==> src/rtl/multicycle_mainfsm.sv <==
// -----------------------------------------------------------------------------
// multicycle_mainfsm
//
// Main control FSM for the multicycle ARM datapath, with the ALU decoder.
// It sequences fetch, decode, memory and ALU phases over the single shared
// ALU/memory port. It emits per-state datapath selects plus raw RegW, MemW,
// Branch and FlagW requests. The condition-check logic gates those requests
// downstream, so this block never looks at the flags.
//
// Ports:
//   clk         rising-edge clock
//   reset       synchronous, active-high reset; forces FETCH
//   Op          Instr[27:26]: 00 data-proc, 01 memory, 10 branch, 11 undefined
//   Funct       Instr[25:20]: [5]=I, [4:1]=cmd, [0]=S (data-proc) / L (memory)
//   IRWrite     load the instruction register
//   NextPC      unconditional PC update (fetch)
//   AdrSrc      memory address select: 0=PC, 1=ALU result
//   ALUSrcA     ALU A select: 00=RD1, 01=PC
//   ALUSrcB     ALU B select: 00=RD2/shifted, 01=ExtImm, 10=constant 4
//   ResultSrc   result select: 00=ALUOut, 01=Data, 10=ALU result direct
//   RegW        register write request (before the condition check)
//   MemW        memory write request (before the condition check)
//   Branch      branch request (before the condition check)
//   ALUControl  00 add, 01 sub, 10 and, 11 orr
//   FlagW       [1]=write N,Z; [0]=write C,V
//   Undef       undefined-instruction trap (only with MAINFSM_UNDEF_TRAP_EN)
//
// Optional feature (macro MAINFSM_UNDEF_TRAP_EN):
//   With the macro, an Op=11 instruction enters TRAP and asserts Undef until
//   reset. Without the macro, the instruction is skipped and the FSM returns to
//   FETCH straight after DECODE.
// -----------------------------------------------------------------------------
module multicycle_mainfsm (
    input  logic       clk,
    input  logic       reset,
    input  logic [1:0] Op,
    input  logic [5:0] Funct,
    output logic       IRWrite,
    output logic       NextPC,
    output logic       AdrSrc,
    output logic [1:0] ALUSrcA,
    output logic [1:0] ALUSrcB,
    output logic [1:0] ResultSrc,
    output logic       RegW,
    output logic       MemW,
    output logic       Branch,
    output logic [1:0] ALUControl,
    output logic [1:0] FlagW
`ifdef MAINFSM_UNDEF_TRAP_EN
    ,
    output logic       Undef
`endif
);

    typedef enum logic [3:0] {
        S_FETCH    = 4'd0,
        S_DECODE   = 4'd1,
        S_MEMADR   = 4'd2,
        S_MEMREAD  = 4'd3,
        S_MEMWB    = 4'd4,
        S_MEMWRITE = 4'd5,
        S_EXECUTER = 4'd6,
        S_EXECUTEI = 4'd7,
        S_ALUWB    = 4'd8,
        S_BRANCH   = 4'd9
`ifdef MAINFSM_UNDEF_TRAP_EN
        ,
        S_TRAP     = 4'd10
`endif
    } state_e;

    // These are the per-state control bits. They are registered together with
    // the state, so every output changes cleanly on the clock edge.
    typedef struct packed {
        logic       ir_write;
        logic       next_pc;
        logic       adr_src;
        logic [1:0] alu_src_a;
        logic [1:0] alu_src_b;
        logic [1:0] result_src;
        logic       reg_w;
        logic       mem_w;
        logic       branch;
        logic       alu_op;
`ifdef MAINFSM_UNDEF_TRAP_EN
        logic       undef;
`endif
    } ctrl_t;

    localparam logic [3:0] CMD_AND = 4'b0000;
    localparam logic [3:0] CMD_SUB = 4'b0010;
    localparam logic [3:0] CMD_ADD = 4'b0100;
    localparam logic [3:0] CMD_CMP = 4'b1010;
    localparam logic [3:0] CMD_ORR = 4'b1100;

    state_e state_q, state_d;
    ctrl_t  ctrl_q, ctrl_d;

    logic [3:0] cmd;
    logic       s_bit;

    assign cmd   = Funct[4:1];
    assign s_bit = Funct[0];

    // Control word for a given state. ALUWB needs cmd so that CMP can
    // suppress the register write. cmd comes from the IR, which holds it
    // stable across the whole instruction.
    function automatic ctrl_t decode_state(input state_e s, input logic [3:0] c);
        ctrl_t r;
        // NOTE: start from all-zero so every field is assigned on every path;
        // combinational logic with an unassigned path infers a latch.
        r = '0;
        case (s)
            S_FETCH: begin
                r.ir_write   = 1'b1;
                r.next_pc    = 1'b1;
                r.alu_src_a  = 2'b01;
                r.alu_src_b  = 2'b10;
                r.result_src = 2'b10;
            end
            S_DECODE: begin
                r.alu_src_a  = 2'b01;
                r.alu_src_b  = 2'b10;
                r.result_src = 2'b10;
            end
            S_MEMADR: begin
                r.alu_src_b  = 2'b01;
            end
            S_MEMREAD: begin
                r.adr_src    = 1'b1;
            end
            S_MEMWB: begin
                r.result_src = 2'b01;
                r.reg_w      = 1'b1;
            end
            S_MEMWRITE: begin
                r.adr_src    = 1'b1;
                r.mem_w      = 1'b1;
            end
            S_EXECUTER: begin
                r.alu_op     = 1'b1;
            end
            S_EXECUTEI: begin
                r.alu_src_b  = 2'b01;
                r.alu_op     = 1'b1;
            end
            S_ALUWB: begin
                r.reg_w      = (c != CMD_CMP);
            end
            S_BRANCH: begin
                r.alu_src_b  = 2'b01;
                r.result_src = 2'b10;
                r.branch     = 1'b1;
            end
`ifdef MAINFSM_UNDEF_TRAP_EN
            S_TRAP: begin
                r.undef      = 1'b1;
            end
`endif
            default: r = '0;
        endcase
        return r;
    endfunction

    // Next-state logic.
    always_comb begin
        state_d = S_FETCH;
        case (state_q)
            S_FETCH:  state_d = S_DECODE;
            S_DECODE: begin
                case (Op)
                    2'b00:   state_d = Funct[5] ? S_EXECUTEI : S_EXECUTER;
                    2'b01:   state_d = S_MEMADR;
                    2'b10:   state_d = S_BRANCH;
`ifdef MAINFSM_UNDEF_TRAP_EN
                    default: state_d = S_TRAP;
`else
                    default: state_d = S_FETCH;
`endif
                endcase
            end
            S_MEMADR:   state_d = Funct[0] ? S_MEMREAD : S_MEMWRITE;
            S_MEMREAD:  state_d = S_MEMWB;
            S_EXECUTER: state_d = S_ALUWB;
            S_EXECUTEI: state_d = S_ALUWB;
`ifdef MAINFSM_UNDEF_TRAP_EN
            S_TRAP:     state_d = S_TRAP;
`endif
            // MEMWB, MEMWRITE, ALUWB, BRANCH and any unencoded value go to FETCH.
            default:    state_d = S_FETCH;
        endcase
    end

    // The outputs are decoded from the next state, so the registered copy
    // always matches the state it is stored with.
    assign ctrl_d = decode_state(state_d, cmd);

    // State register and registered control outputs.
    always_ff @(posedge clk) begin
        // NOTE: sequential state uses non-blocking assignments so that every
        // flop samples values from before the edge, whatever the statement order.
        if (reset) begin
            state_q <= S_FETCH;
            ctrl_q  <= decode_state(S_FETCH, 4'b0000);
        end else begin
            state_q <= state_d;
            ctrl_q  <= ctrl_d;
        end
    end

    // ALU decoder. This is the only path from an input to an output; it is
    // qualified by the registered ALUOp bit.
    always_comb begin
        ALUControl = 2'b00;
        FlagW      = 2'b00;
        if (ctrl_q.alu_op) begin
            case (cmd)
                CMD_ADD: ALUControl = 2'b00;
                CMD_SUB: ALUControl = 2'b01;
                CMD_AND: ALUControl = 2'b10;
                CMD_ORR: ALUControl = 2'b11;
                CMD_CMP: ALUControl = 2'b01;
                default: ALUControl = 2'b00;
            endcase
            FlagW[1] = s_bit;
            FlagW[0] = s_bit & ((cmd == CMD_ADD) || (cmd == CMD_SUB) || (cmd == CMD_CMP));
            // CMP exists only to set flags, so it writes all of them even with S=0.
            if (cmd == CMD_CMP) begin
                FlagW = 2'b11;
            end
        end
    end

    assign IRWrite   = ctrl_q.ir_write;
    assign NextPC    = ctrl_q.next_pc;
    assign AdrSrc    = ctrl_q.adr_src;
    assign ALUSrcA   = ctrl_q.alu_src_a;
    assign ALUSrcB   = ctrl_q.alu_src_b;
    assign ResultSrc = ctrl_q.result_src;
    assign RegW      = ctrl_q.reg_w;
    assign MemW      = ctrl_q.mem_w;
    assign Branch    = ctrl_q.branch;
`ifdef MAINFSM_UNDEF_TRAP_EN
    assign Undef     = ctrl_q.undef;
`endif

endmodule

==> config.mk <==
export PLATFORM = sky130hd
export DESIGN_NAME = multicycle_mainfsm
export DESIGN_NICKNAME = d
export VERILOG_FILES = /design/src/rtl/multicycle_mainfsm.sv
export SDC_FILE = /design/constraint.sdc
export NUM_CORES = 1
export LEC_CHECK = 0
export CAP_MARGIN = 20
export CORE_ASPECT_RATIO = 1.75
export CORE_MARGIN = 10
export CORE_UTILIZATION = 25
export CTS_CLUSTER_SIZE = 25
export DETAILED_ROUTE_END_ITERATION = 8
export PLACE_DENSITY = 0.48
export SLEW_MARGIN = 20
export SYNTH_ARGS = -nofsm -noshare
export SYNTH_HDL_FRONTEND = slang
export SYNTH_SLANG_ARGS = --single-unit
==> constraint.sdc <==
create_clock -name clk -period 1.9 [get_ports clk]
set_input_delay 0.285 -clock clk [delete_from_list [all_inputs] [get_ports clk]]
set_output_delay 0.285 -clock clk [all_outputs]
set_load 0.02 [all_outputs]
Word-level counts from Yosys, hierarchy flattened:

Index checks and enable logic that the tools add are counted.

* bits in registers: 17
* input port bits: 10
* output and inout port bits: 16
* logic and storage cells: 63

* equal/unequal tests: 21
* muxes and demuxes: 17
* bitwise logic cells: 1
* reductions and logical operators: 13

Operators with widths (count)
* == test 4 x 3 -> 1 bit, second input constant: 7
* == test 4 x 2 -> 1 bit, second input constant: 5
* case mux 4 bit (5 select lines): 1
* == test 4 bit, second input constant: 4
* logical NOT 4 bit: 3
* case mux 4 bit (3 select lines): 1
* OR reduction 2 bit: 5
* == test 4 x 1 -> 1 bit, second input constant: 2
* two-way mux 2 bit: 4
* case mux 2 bit (2 select lines): 2
* two-way mux 1 bit: 6
* case mux 2 bit (3 select lines): 1
* OR reduction 3 bit: 2
* inequality test 4 bit, second input constant: 1
* two-way mux 3 bit: 1
* == test 2 x 1 -> 1 bit, second input constant: 1
* == test 2 bit, second input constant: 1
* logical NOT 2 bit: 1
* logical OR 1 bit: 2
* case mux 1 bit (2 select lines): 1
* AND 1 bit: 1

Depth between registers and ports, before layout:

Gate-level depths: netlist of the first run.

* word-level depth: 6
* gate-level depth with buffers: 5
* depth with buffers taken out: 4

Least setup slack after synthesis of the first run:

Ideal clock, no wire load.

* path type: register -> register
* start point: reg state_q[1]
* end point: reg ctrl_q, in the netlist RegW
* data arrival time: 1.447 ns
* data required time: 1.797 ns
* slack: 0.349 ns
* cell stages (with the launch flop): 6
* buffers on the path: 1
* cell sequence: dfxtp_1 > buf_6 > nor4b_4 > a22oi_2 > or3_1 > a2111oi_2

* cells in the longest elaborated chain, start to end: 5
* elaborated cells on any way between the ends: 11
* classes of those cells: eq/ne (7); mux (2); reduce/logical (2)

RTL lines
* from (decl): line 96 `state_e state_q, state_d;`
* from (signal assigned): line 206 `state_q <= state_d;`
* == test 4 x 3 -> 1 bit: line 168 `case (state_q)`
* OR reduction 2 bit (no source line)
* case mux 4 bit (5 select lines) *: line 168
* == test 4 bit or == test 4 x 3 -> 1 bit (tied branches): line 113 `case (s)`
* case mux 1 bit (2 select lines) *: line 113
* to (signal assigned): line 204 `ctrl_q <= decode_state(S_FETCH, 4'b0000);`
* to (signal assigned): line 207 `ctrl_q <= ctrl_d;`
* to (decl): line 97 `ctrl_t ctrl_q, ctrl_d;`

Mark *: on every way between the ends. The rest lies on a longest branch, timed or not.
A chain may end at the register's enable or synchronous reset.

Final worst setup path of the first run:

* start point: in Funct[3]
* end point: out FlagW[0]

* cells in the longest elaborated chain, start to end: 6
* elaborated cells on any way between the ends: 8
* classes of those cells: eq/ne (3); mux (2); bitwise (1); reduce/logical (2)

RTL lines
* from (decl): line 37 `input logic [5:0] Funct,`
* == test 4 x 3 -> 1 bit or == test 4 x 2 -> 1 bit (tied branches): line 226 `FlagW[0] = s_bit & ((cmd == CMD_ADD) || (cmd == CMD_SUB) || (cmd == CMD_CMP));`
* logical OR 1 bit (2 in series): line 226
* AND 1 bit: line 226
* two-way mux 2 bit *: line 228 `if (cmd == CMD_CMP) begin`
* two-way mux 2 bit *: line 216 `if (ctrl_q.alu_op) begin`
* to (decl): line 48 `output logic [1:0] FlagW`

Marks and branches as above.

==> impl_metrics.toml, run 1 <==
[timing]
finalCritPeriodShare = 0.975
hold_viol_final = 0
layout_setup_ws_ns = 0.0471
fmax_ghz = 0.540
finalClockSkew_ns = 0.00340
period_needed_ns = 1.85
fin_setup_tns_ns = 0
drv_slew = 0
finalHoldWorstSlack_ns = 0.588
setup_violations = 0

[global_route]
grt_usage = 0.0697
antenna_found_initial = 0
grt_overflow = 0
grt_pass1_vias = 643
grt_pass1_wl_um = 2950
grt_max_degree = 14

[clock_tree]
tritoncts = "built"
cts_buffers = 3
htreeDepth = 1
cts.clk_slew.worst_paths_ns = 0.05
clock_path_buffers = 2
hold_buffers = 0
clkLatencyLatePin_ns = 0.25
cts.sinks = 15
clock-root-buffer = "clkbuf_8"

[routing]
drc = 0
top_layer = "met4"
ant_nets = 0
wl_met1_um = 658
avgViaCountPerCell = 4.70
drt_iter0_markers = 5
wl_met3_um = 100
route.met2.wl_um = 1010
first_pass_iters = 4
wirelength_um = 1820
vias = 625
wl_per_cell_um = 13.7

[floorplanning]
die_area_um2 = 5520
io_pins = 26
start_util = 0.262
num_rows = 25
core_area_um2 = 2750
die-height_um = 91.1
die_w_um = 60.6

[logic_synthesis]
syn-cell-area_um2 = 722
avgSynthCellArea_um2 = 9.89
ys_types = 34
ys_seq_elements = 15
syn_nets = 83
synth_edf_count = 0
async_flop_share = 0
synth_flop_cell = "dfxtp_1"
yosys_warnings = 0
netlist_instances = 73
ys_seq_area_frac = 0.416

[hold_path]
hold_class = "reg2reg"

[setup_path]
rrSetupSlack_ns = 0.28
path_cells = "clkdlybuf4s50_1 > or3b_4 > a21oi_2 > and2_1 > buf_4"
end_kind = "output pin"
cp_slowest_cell = "clkdlybuf4s50_1"
critical_path_class = "in2out"
required_ns = 1.62
arrival_ns = 1.57
startpoint_type = "primary input"
cpPeakStageDelay_ns = 0.49
path_max_fanout = 3

[layout]
final_area_um2 = 1080
diodes = 0
drive_above_1_share = 0.264
final_common_cell = "clkdlybuf4s50_1"
nets = 117
fillCellCount = 293
area_growth_pct = 49.7
final_cells = 133
final_util = 0.393
layout_common_cells = "20 x clkdlybuf4s50_1, 15 x dfxtp_1, 15 x buf_4"

[place]
post-place-ws_ns = -0.520
place.gp.congestion = 0.834
placed_cell_area_um2 = 1030
place_hpwl_um = 1500
place_inst = 128
port_buffers = 24

[pwr]
p_leak_nw = 0.419
vdd_drop_max_uv = 332
p_total_mw = 0.808
powerDensity_nw_per_um2 = 748

[job]
max-cap-violations = 0

[outcome]
status = "finished clean"
synthesized netlist by cell type, types with 2 or more instances:
library cell	number	area, um2
dfxtp_1	15	300
buf_4	7	52.6
nor2_1	5	18.8
nand2b_1	4	25.0
nand2_1	3	11.3
or3_1	3	18.8
a211oi_1	2	15.0
a21oi_1	2	10.0
nand3b_1	2	15.0
nor3_1	2	10.0
nor3b_1	2	15.0
nor4_1	2	12.5
nor4b_1	2	17.5
o21a_1	2	15.0
flip-flops by register name (all words and copies together) (netlist names):
register   count
RegW           1
ctrl_q         1
Branch         1
AdrSrc         1
ALUSrcB        2
IRWrite        1
ResultSrc      2
MemW           1
ALUSrcA        1
state_q        4
where the power goes:
part,leakage (nW),switching [mW],internal [mW]
clock,0.0228,0.106,0.148
combinational,0.274,0.0929,0.109
sequential,0.123,0.0155,0.337
total,0.419,0.214,0.594
timing repair:
item,CTS,global route
resized for setup,13,2
endpoints found under the setup margin,4,3
pin swaps,0,2
setup buffers,0,1
worst paths after layout:
path / cells past startpoint / end / from
hold reg to reg: 1 / state_q[3] / state_q[3]
setup reg to reg: 4 / RegW / state_q[1]
setup / recovery: 5 / FlagW[0] / Funct[3]
hold / removal: 1 / state_q[3] / state_q[3]
worst max-delay path: cells and delay by family:
kind	cells	cell delay (ns)
compound gates	1	0.15
buf+inv	2	0.62
simple gates	2	0.52
area by class of cell:
class | instances | area (um2) | share of cell area
multi-input combinational | 48 | 362 | 0.334
timing repair buffer | 38 | 337 | 0.311
sequential | 15 | 300 | 0.278
clock buffer | 4 | 45.0 | 0.0417
tap | 27 | 33.8 | 0.0312
inverter | 1 | 3.75 | 0.00347
cells by family (layout without fill, tap and decap cells):
kind of cell           after synthesis  count (layout)  share of synthesized area
AO/OA/AOI/OAI                       14              14                      0.173
other                                1               1                    0.00519
XOR/XNOR                             1               1                     0.0121
flip-flops                          15              15                      0.416
AND/OR/NAND/NOR                     32              32                      0.295
buffers and inverters               10              43                     0.0988
layer usage:
| layer | vias up | GRT usage |
|---|---|---|
| met5 | - | 0 |
| met4 | 0 | 0.0441 |
| met3 | 5 | 0.0195 |
| met2 | 12 | 0.122 |
| met1 | 283 | 0.0661 |
| li1 | 325 | - |
(Power assumes the default switching activity.)
==> run 2, diff against run 1 <==
CTS_BUF_LIST = sky130_fd_sc_hd__clkbuf_8   (was not set)
GPL_TIMING_DRIVEN = 1   (was not set)
==> run 2 against run 1 <==
Effect of this change:
- hold slack worse by 0.00085 ns
- utilization did not move
- final area stayed put
- combinational power hardly changed
- critical endpoint unchanged
- critical path type unchanged
- clock power fell by 2%
- sequential share of layout area did not move
- maximum frequency is the same
- via count up 0.16%
==> impl_metrics.toml, run 2 (synthesis results as in run 1) <==
[global_route]
grt_max_degree = 14
antenna_found_initial = 0
grt_overflow = 0
grt_pass1_vias = 643
grt_usage = 0.0697
grt_pass1_wl_um = 2950

[layout]
final_common_cell = "clkdlybuf4s50_1"
final-seq-area_um2 = 300
final_cells = 133
diodes = 0
final_area_um2 = 1080
layout_common_cells = "20 x clkdlybuf4s50_1, 15 x dfxtp_1, 15 x buf_4"
area_growth_pct = 49.7
nets = 117
largest_register_ffs = 4
fillCellCount = 293
drive_above_1_share = 0.264
multi_input_area_um2 = 362
largest-register = "state_q"
final_util = 0.393

[setup_path]
critical_path_class = "in2out"
critPathBufInv = 2
required_ns = 1.62
cp_slowest_cell = "clkdlybuf4s50_1"
cp_top_family = "buffers and inverters"
crit_path_start = "Funct[3]"
r2r-start = "state_q[1]"
path_cells = "clkdlybuf4s50_1 > or3b_4 > a21oi_2 > and2_1 > buf_4"
path_max_fanout = 3
arrival_ns = 1.57
startpoint_type = "primary input"
end_kind = "output pin"
cpPeakStageDelay_ns = 0.49

[routing]
vias = 626
drt_iter0_markers = 8
ant_nets = 0
first_pass_iters = 4
wl_per_cell_um = 13.7
avgViaCountPerCell = 4.71
drc = 0
wirelength_um = 1830

[floorplanning]
core_area_um2 = 2750
io_pins = 26
start_util = 0.262
die-height_um = 91.1
num_rows = 25
die_area_um2 = 5520
die_w_um = 60.6

[timing]
finalCritPeriodShare = 0.975
drv_slew = 0
period_needed_ns = 1.85
hold_viol_final = 0
layout_setup_ws_ns = 0.0471
fmax_ghz = 0.540
setup_violations = 0
finalClockSkew_ns = 0.00399

[outcome]
status = "finished clean"

[clock_tree]
clkLatencyLatePin_ns = 0.25
clock-root-buffer = "clkbuf_8"
cts.clk_slew.worst_paths_ns = 0.05
cts.sinks = 15
clock_path_buffers = 2
htreeDepth = 1
cts_buffers = 3
tritoncts = "built"
hold_buffers = 0

[pwr]
p_switching_mw = 0.215
powerDensity_nw_per_um2 = 744
clkPwrFrac = 0.311
intPower_mw = 0.588
p_sw_frac = 0.268
p_leak_nw = 0.423
vdd_drop_max_uv = 332
p_seq_frac = 0.438
p_comb_frac = 0.251

[place]
post-place-ws_ns = -0.520
placed_cell_area_um2 = 1030
place_hpwl_um = 1500
port_buffers = 24
place_inst = 128
place.gp.congestion = 0.834

[hold_path]
hp-start = "state_q[3]"
hold_class = "reg2reg"

[job]
max-cap-violations = 0
run 2: changes by cell type in the layout (fill, tap and decap cells not counted):
cell      previous run  this run
clkbuf_1             1         0
inv_1                1         2
run 2: worst register-to-register path: stages, from the launching register on:
cell and delay [ns]:
dfxtp_1 0.41, nor4b_4 0.33, a22oi_2 0.09, or3_1 0.33, a2111oi_2 0.35
run 2: per-stage QoR:
step                      setup TNS (ns)  hold WS [ns]  total power, mW
after global placement             -1.26         0.562            0.558
final                                  0         0.587            0.804
after global routing            -0.00312         0.617            0.847
after CTS                              0         0.578            0.814
after detailed placement           -1.37         0.571            0.560
after floorplan                        0         0.357            0.474
run 2: cell type report:
class | count | share of cell area
Clock inverter | 1 | 0.00347
Multi-Input combinational cell | 48 | 0.334
Clock buffer | 3 | 0.0382
Inverter | 1 | 0.00347
Timing Repair Buffer | 38 | 0.311
Sequential cell | 15 | 0.278
Tap cell | 27 | 0.0312
run 2: path summary, 6_finish.rpt:
| kind | slack (ns) | cells after the start | to |
|---|---|---|---|
| setup reg to reg | 0.28 | 4 | RegW |
| hold / removal | 0.59 | 1 | state_q[3] |
| setup / recovery | 0.05 | 5 | FlagW[0] |
| hold reg to reg | 0.59 | 1 | state_q[3] |
run 2: power by group through the flow:
stage	clock (mW)	sequential (mW)	combinational, mW
finish	0.250	0.352	0.202
global route	0.273	0.355	0.219
CTS	0.259	0.352	0.204
detailed placement	0	0.359	0.201
global placement	0	0.358	0.200
floorplan	0	0.362	0.111
run 2: what timing repair did:
action	CTS	global route
setup buffers	0	1
resized for setup	13	2
pin swaps	0	2
setup endpoints to repair	4	3
gates cloned	0	0
run 2: metal layers:
layer	up-vias	track usage	share of wire
li1	325	-	-
met1	284	0.0661	0.36
met2	12	0.122	0.56
met3	5	0.0195	0.055
met4	0	0.0441	0.026
met5	-	0	0
==> run 3, diff against run 2 <==
CORE_MARGIN = 5   (was 10)
PLACE_DENSITY = 0.5   (was 0.48)
clock period = 1.7 ns   (was 1.9 ns; I/O delays follow)
==> run 3 against run 2 <==
Effect of this change:
- register-to-register slack got worse by 0.10 ns
- critical endpoint is now RegW
- largest cell class unchanged
- die area shrank 26%
- largest power group unchanged
- clock power up 13%
==> impl_metrics.toml, run 3 (synthesis results as in run 1) <==
[setup_path]
crit_cells = 5
rrSetupSlack_ns = 0.18
cp_slowest_cell = "clkdlybuf4s50_1"
r2r_cells = 4
reg2reg_to = "RegW"
end_kind = "flop"
startpoint_type = "primary input"
critPathBufInv = 1
cp_top_family = "simple AND/OR/NAND/NOR gates"
arrival_ns = 1.80
required_ns = 1.85
r2r-start = "state_q[1]"
critical_path_class = "in2reg"
cpPeakStageDelay_ns = 0.47
path_max_fanout = 2
path_cells = "clkdlybuf4s50_1 > nor4b_4 > a22oi_2 > or3_4 > a2111oi_4"

[clock_tree]
cts.sinks = 15
hold_buffers = 0
clock-root-buffer = "clkbuf_8"
htreeDepth = 1
clkLatencyLatePin_ns = 0.25
clock_path_buffers = 2
cts.clk_slew.worst_paths_ns = 0.06
tritoncts = "built"
cts_buffers = 3

[layout]
largest_register_ffs = 4
nets = 118
largest-register = "state_q"
final_common_cell = "clkdlybuf4s50_1"
drive_above_1_share = 0.336
layout_common_cells = "16 x clkdlybuf4s50_1, 14 x buf_4, 13 x dfxtp_1"
fillCellCount = 288
area_growth_pct = 56.7
final_cells = 134
diodes = 0

[timing]
finalClockSkew_ns = 0.00462
finalCritPeriodShare = 0.967
period_needed_ns = 1.64
hold_viol_final = 0
setup_violations = 0
fmax_ghz = 0.608
drv_slew = 0
fin_setup_tns_ns = 0

[floorplanning]
die_area_um2 = 4100
start_util = 0.262
io_pins = 26
die-height_um = 81.1
core_area_um2 = 2750
num_rows = 25
die_w_um = 50.6

[pwr]
p_total_mw = 0.917
powerDensity_nw_per_um2 = 811
vdd_drop_max_uv = 404
p_leak_nw = 0.455

[global_route]
grt_pass1_wl_um = 2900
antenna_found_initial = 0
grt_overflow = 0
grt_pass1_vias = 644
grt_max_degree = 13
grt_usage = 0.0915

[routing]
vias = 675
first_pass_iters = 4
drt_iter0_markers = 8
avgViaCountPerCell = 5.04
wirelength_um = 1820
drc = 0
ant_nets = 0
wl_per_cell_um = 13.6

[hold_path]
hp-start = "Op[1]"
hold_class = "in2reg"
worstHoldEndpoint = "ResultSrc[1]"
hold_path_depth = 2

[place]
place_hpwl_um = 1400
place_inst = 129
port_buffers = 24
place.gp.congestion = 0.752

[job]
max-cap-violations = 0

[outcome]
status = "finished clean"
[run 3: cell types whose count changed in the layout (fill, tap and decap cells not counted), sizes merged]
cell,before,now
dlymetal6s2s,0,2
dlygate4sd2,1,2
buf,16,17
clkdlybuf4s50,20,16
clkbuf,3,4
[run 3: what timing repair did]
action                                  4_1_cts  5_1_grt
resized for setup                            19       13
endpoints found under the setup margin        4        9
pin swaps                                     2        3
setup buffers                                 0        1
[run 3: worst max path at each step]
stage | from | end
2_1_floorplan | state_q[1] | RegW
3_3_place_gp | Funct[3] | FlagW[0]
3_5_place_dp | Funct[3] | FlagW[0]
4_1_cts | Funct[4] | FlagW[0]
5_1_grt | Op[0] | RegW
6_report | Op[0] | RegW
[run 3: worst register-to-register path, cell delays in order (launching register included)]
cell,delay [ns]
dfxtp_2,0.38
nor4b_4,0.30
a22oi_2,0.10
or3_4,0.36
a2111oi_4,0.28
[run 3: power by group]
group | switching [mW] | internal, mW | total (mW)
combinational | 0.113 | 0.129 | 0.242
sequential | 0.0168 | 0.377 | 0.394
clock | 0.122 | 0.160 | 0.282
[run 3: area by class of cell]
cell class              count  area, um2  area share
clock buffers               3       41.3      0.0365
clock inverters             1       3.75     0.00332
inverters                   1       3.75     0.00332
multi-input cells          48        395       0.350
flip-flops and latches     15        303       0.268
well taps                  27       33.8      0.0299
repair buffers             39        350       0.310
[run 3: metrics by stage]
step / utilization / setup WS (ns) / hold WS (ns) / instance area [um2]
detailed placement: 0.375 / -0.624 / 0.575 / 1030
floorplan: - / 0.149 / 0.327 / 722
global placement: 0.375 / -0.598 / 0.577 / 1030
CTS: 0.393 / 0.000962 / 0.583 / 1080
finish: 0.411 / 0.0553 / 0.444 / 1130
global route: 0.411 / -0.0111 / 0.484 / 1130
[run 3: routing by layer]
metal / share of wire / vias to the layer above / wire (um) / global-route usage
met4: 0.023 / 0 / 41 / 0.0614
met2: 0.58 / 16 / 1060 / 0.168
met5: 0 / - / 0 / 0
li1: - / 325 / - / -
met1: 0.36 / 330 / 654 / 0.0992
met3: 0.035 / 4 / 64 / 0
